**src/rtl/epochtv1_vram_arb.sv**
```systemverilog
// VRAM access arbiter for the EPOCH TV-1: shares banks A/B between video fetch (read-only)
// and the CPU port, with video priority and a bounded CPU starvation counter.
`timescale 1ns/1ps
module epochtv1_vram_arb #(
  parameter int unsigned CPU_STARVE_MAX = 4
) (
  input  logic        clk,
  input  logic        rst_n,
  input  logic        ce,
  input  logic        vid_req,
  input  logic [11:0] vid_a,
  output logic        vid_ack,
  output logic [7:0]  vid_d,
  input  logic        cpu_req,
  input  logic        cpu_we,
  input  logic [11:0] cpu_a,
  input  logic [7:0]  cpu_di,
  output logic        cpu_ack,
  output logic [7:0]  cpu_do,
  output logic [10:0] va,
  input  logic [7:0]  vd_i,
  output logic [7:0]  vd_o,
  output logic        n_vwe,
  output logic [1:0]  n_vcs
);

  localparam int unsigned STARVE_W = 4;
  localparam logic [STARVE_W-1:0] STARVE_LIM = STARVE_W'(CPU_STARVE_MAX);

  typedef enum logic [1:0] {IDLE, ACC, DATA} state_t;

  state_t              state;
  logic                owner_cpu;
  logic                we_q;
  logic [STARVE_W-1:0] starve;
  logic                cpu_win_c;

  // CPU overrides video once the starvation limit is reached
  always_comb begin
    cpu_win_c = 1'b0;
    cpu_win_c = cpu_req && (!vid_req || (starve == STARVE_LIM));
  end

  always_ff @(posedge clk or negedge rst_n) begin
    if (!rst_n) begin
      state     <= IDLE;
      owner_cpu <= 1'b0;
      we_q      <= 1'b0;
      starve    <= '0;
      va        <= '0;
      vd_o      <= '0;
      n_vwe     <= 1'b1;
      n_vcs     <= 2'b11;
      vid_ack   <= 1'b0;
      cpu_ack   <= 1'b0;
      vid_d     <= '0;
      cpu_do    <= '0;
    end else if (ce) begin
      case (state)
        IDLE: begin
          vid_ack <= 1'b0;
          cpu_ack <= 1'b0;
          n_vcs   <= 2'b11;
          n_vwe   <= 1'b1;
          if (!cpu_req) starve <= '0;
          if (cpu_win_c) begin
            // Bus outputs are loaded at grant so they are valid throughout ACC
            owner_cpu <= 1'b1;
            we_q      <= cpu_we;
            starve    <= '0;
            va        <= cpu_a[10:0];
            vd_o      <= cpu_di;
            n_vwe     <= ~cpu_we;
            n_vcs     <= cpu_a[11] ? 2'b01 : 2'b10;
            state     <= ACC;
          end else if (vid_req) begin
            owner_cpu <= 1'b0;
            we_q      <= 1'b0;
            if (cpu_req && (starve != STARVE_LIM)) starve <= starve + STARVE_W'(1);
            va        <= vid_a[10:0];
            n_vwe     <= 1'b1;
            n_vcs     <= vid_a[11] ? 2'b01 : 2'b10;
            state     <= ACC;
          end
        end
        ACC: begin
          // A write completes in ACC; reads keep the select for the data phase
          n_vwe <= 1'b1;
          if (we_q) n_vcs <= 2'b11;
          state <= DATA;
        end
        DATA: begin
          n_vcs <= 2'b11;
          n_vwe <= 1'b1;
          if (owner_cpu) begin
            cpu_ack <= 1'b1;
            if (!we_q) cpu_do <= vd_i;
          end else begin
            vid_ack <= 1'b1;
            vid_d   <= vd_i;
          end
          state <= IDLE;
        end
        default: state <= IDLE;
      endcase
    end
  end

endmodule

```
**config.mk**
```make
export PLATFORM = sky130hd
export DESIGN_NAME = epochtv1_vram_arb
export DESIGN_NICKNAME = d
export VERILOG_FILES = /design/src/rtl/epochtv1_vram_arb.sv
export SDC_FILE = /design/constraint.sdc
export NUM_CORES = 1
export LEC_CHECK = 0
export BUFFER_PORTS_ARGS = -buffer_cell sky130_fd_sc_hd__buf_2
export CORE_ASPECT_RATIO = 0.7
export CORE_MARGIN = 10
export CORE_UTILIZATION = 44
export DETAILED_ROUTE_END_ITERATION = 8
export PLACE_DENSITY = 0.73
export SETUP_SLACK_MARGIN = 0.5
export SLEW_MARGIN = 20
export SYNTH_ARGS = -nofsm -noshare
export SYNTH_HDL_FRONTEND = slang
export SYNTH_SLANG_ARGS = --single-unit
```
**constraint.sdc**
```tcl
create_clock -name clk -period 1.6 [get_ports clk]
set_input_delay 0.32 -clock clk [delete_from_list [all_inputs] [get_ports clk]]
set_output_delay 0.32 -clock clk [all_outputs]
set_load 0.1 [all_outputs]
```
==> results by group <==
Run status
  • Outcome: finished with violations
  • Failing checks: negative setup slack

Yosys
  • Mapped Avg Cell Area: roughly 12 sq um
  • Asr flop ratio synth: 100.0%
  • Synth area leaders: dfrtp_1, mux2_2, a21oi_2
  • Sequential fraction of the synthesis area: a little over half
  • Largest area contributor in the netlist: dfrtp_1
  • Ys Warns: 0
  • Netlist Area Pre-Place: roughly 2300 sq um
  • Yosys cell types: 38
  • Gate Count Post-Synth: 190
  • Yosys top cell area share: 49.05%
  • Syn nets: 243
  • Count of flip-flops with a built-in enable after synthesis: 0
  • Count leader, synth: dfrtp_1
  • Number of synthesized register bits: between 40 and 50
  • Ranking of synthesized cells by instance count: dfrtp_1, a21oi_2, mux2_2, nand2_1, nor2_1
  • Post-synth top flop: dfrtp_1

Global route
  • Grt ovf: 0
  • Vias in the first global route: 2135
  • Largest net degree at the start of global routing: 49
  • Initial antenna violation count: 0
  • First-pass GRT wire length: 11.38 mm
  • Gr usage total: 16.73%

Place
  • Port Buffers: 85
  • Dpl cells: between 300 and 400
  • Post-detail-place hpwl: 4.502 mm
  • RD Place Congestion: about 0.84

Timing
  • Post-layout min period: around 1.7 ns
  • Final hold violation count: 0
  • Relative slew slack: approximately two thirds
  • Final Skew: 0.01002 ns
  • Worst Hold Slack: 0.2305 ns
  • RSZ-0062 raised after global routing: true
  • Setup-failing EPs final: 20
  • Final Cycle Share: 105.1%
  • Worst-margin pin slew: 0.5047 ns
  • PnR worst setup slack: -0.08161 ns
  • Max-slew violation count: 0
  • Maximum clock rate: about 600 MHz

Routing
  • # DRC: 0
  • Antenna viol nets, final: 0
  • Post-Route WL: 8.820 mm
  • Initial DRC Count: 110
  • Via-to-Cell Ratio: 5.384
  • DR WL/cell: 22.91 um
  • DRT Pass-1 Iters: 4
  • Vias: 2073

Die
  • Die H: ~80 um
  • Area of the core: a little under 5000 sq um
  • Row count: 21
  • Initial Util: 46.73%
  • Die area: around 8600 sq um
  • Die W: 106.3 um
  • Ports: 86

Setup path
  • R2R Path Start: starve[1]$_DFFE_PN0P_
  • Critical path fanouts, max: 7
  • CP Data Arrival Time: between 1.5 and 2 ns
  • WP buf/inv: 3
  • Critical Path, Cell by Cell: inv_2 > ha_4 > buf_4 > nand3b_1 > a21boi_4 > buf_12 > a21oi_1 > a21oi_1
  • Family with the most delay on the worst path: compound AO/OA/AOI/OAI gates
  • Setup crit start: starve[1]$_DFFE_PN0P_
  • CP most frequent cell: a21oi_1
  • Data required, critical path: 1.84 ns
  • CP peak stage delay: approximately 0.42 ns
  • CP Capture Type: register
  • Crit-path slowest cell: dfrtp_1
  • Startpoint types: register
  • Worst Path Class, Setup: reg2reg

Clocking
  • H-Tree Level Count: 2
  • Num CTS Buffers: 5
  • Reg clk slew, reported paths: 0.10 ns
  • Clock root buffer: clkbuf_8
  • CTS tree: done
  • Worst-Skew Late Latency: 0.31 ns
  • Clock Sinks: 48
  • CTS max path bufs: 2

Layout
  • Final nets: approximately 370
  • Layout cell share with drive strength beyond 1: about four fifths
  • Area growth from synthesis to layout: 80.93%
  • Final Util: a little over four fifths
  • Post-route non-filler standard cell count: approximately 390

Worst hold path
  • Hold Crit Class: in2reg
  • Hold Startpoint: cpu_di[4]

Job
  • Max-cap violations: 0
[layout by cell type (no fill, tap or decap), types with 2 or more instances in the layout]
master,netlist,layout
a21oi_1,13,7
a21oi_2,16,21
buf_12,0,44
buf_2,1,45
buf_4,1,23
buf_6,4,7
clkbuf_8,0,6
dfrtp_1,45,14
dfrtp_2,0,31
dfstp_4,0,3
ha_1,7,4
ha_4,0,3
inv_1,8,3
inv_2,0,2
inv_4,1,4
mux2_4,8,25
nand2_1,16,7
nand2_2,0,9
nand3b_1,2,2
nor2_1,16,16
o21ai_1,4,2
o21ai_2,1,4
o21ai_4,1,2
[sequential cells by signal (all words and copies together) (netlist names)]
name       flops
cpu_ack        1
cpu_do         8
n_vcs          2
n_vwe          1
owner_cpu      1
starve         4
state          2
va            11
vd_o           8
vid_ack        1
vid_d          8
we_q           1
[final timing paths]
check                      depth (start not counted)                    end  slack, ns
setup / recovery                                   8      va[8]$_DFFE_PN0P_      -0.08
hold / removal                                     2    vd_o[4]$_DFFE_PN0P_       0.23
setup reg to reg                                   8      va[8]$_DFFE_PN0P_      -0.08
hold reg to reg                                    1  cpu_do[2]$_DFFE_PN0P_       0.56
max in group asynchronous                          3      n_vwe$_DFFE_PN1P_       0.81
min in group asynchronous                          3    cpu_ack$_DFFE_PN0P_       0.51
[cells by family after synthesis]
family	after synthesis	share of synthesized area, %
adder cells (fa/ha/maj)	7	3.815
AO/OA/AOI/OAI	45	14.44
flip-flops	48	52.48
multiplexers	25	13.57
AND/OR/NAND/NOR	50	11.61
buffers and inverters	15	4.087
[metrics by stage]
step / TNS, ns / setup WS [ns] / area (sq um)
after detailed placement: -0.3459 / -0.03901 / 3019
after global placement: 0 / 0.02847 / 3019
after floorplan: 0 / 0.05043 / 2417
final: -1.044 / -0.08161 / 4154
after global routing: -2.069 / -0.1267 / 4151
after CTS: 0 / 0.004818 / 3727
[layer usage]
metal	vias to the layer above	track usage, %	routed length, um
li1	905	-	-
met2	120	27.96	4378
met5	-	0	0
met1	1012	19.56	3371
met3	36	7.177	712
met4	0	4.043	358
[final cells by class]
type	instances	area, sq um
clock inverters	2	13.76
repair buffers	121	1393
inverters	9	43.79
flip-flops and latches	48	1255
diodes	1	2.502
well taps	69	86.33
clock buffers	6	82.58
fillers	225	759.5
multi-input cells	129	1277
[timing repair]
| item | in CTS | in global routing |
|---|---|---|
| hold buffers | 1 | 0 |
| setup buffers | 13 | 11 |
| gates resized for setup | 134 | 72 |
| endpoints found under the hold margin | 14 | 0 |
| endpoints found under the setup margin | 87 | 88 |
| pin swaps | 10 | 16 |
| cloned | 2 | 2 |
Power is left out: the tool's default activity adds up to more than one toggle a clock period on the data nets, which glitch-free logic cannot reach.
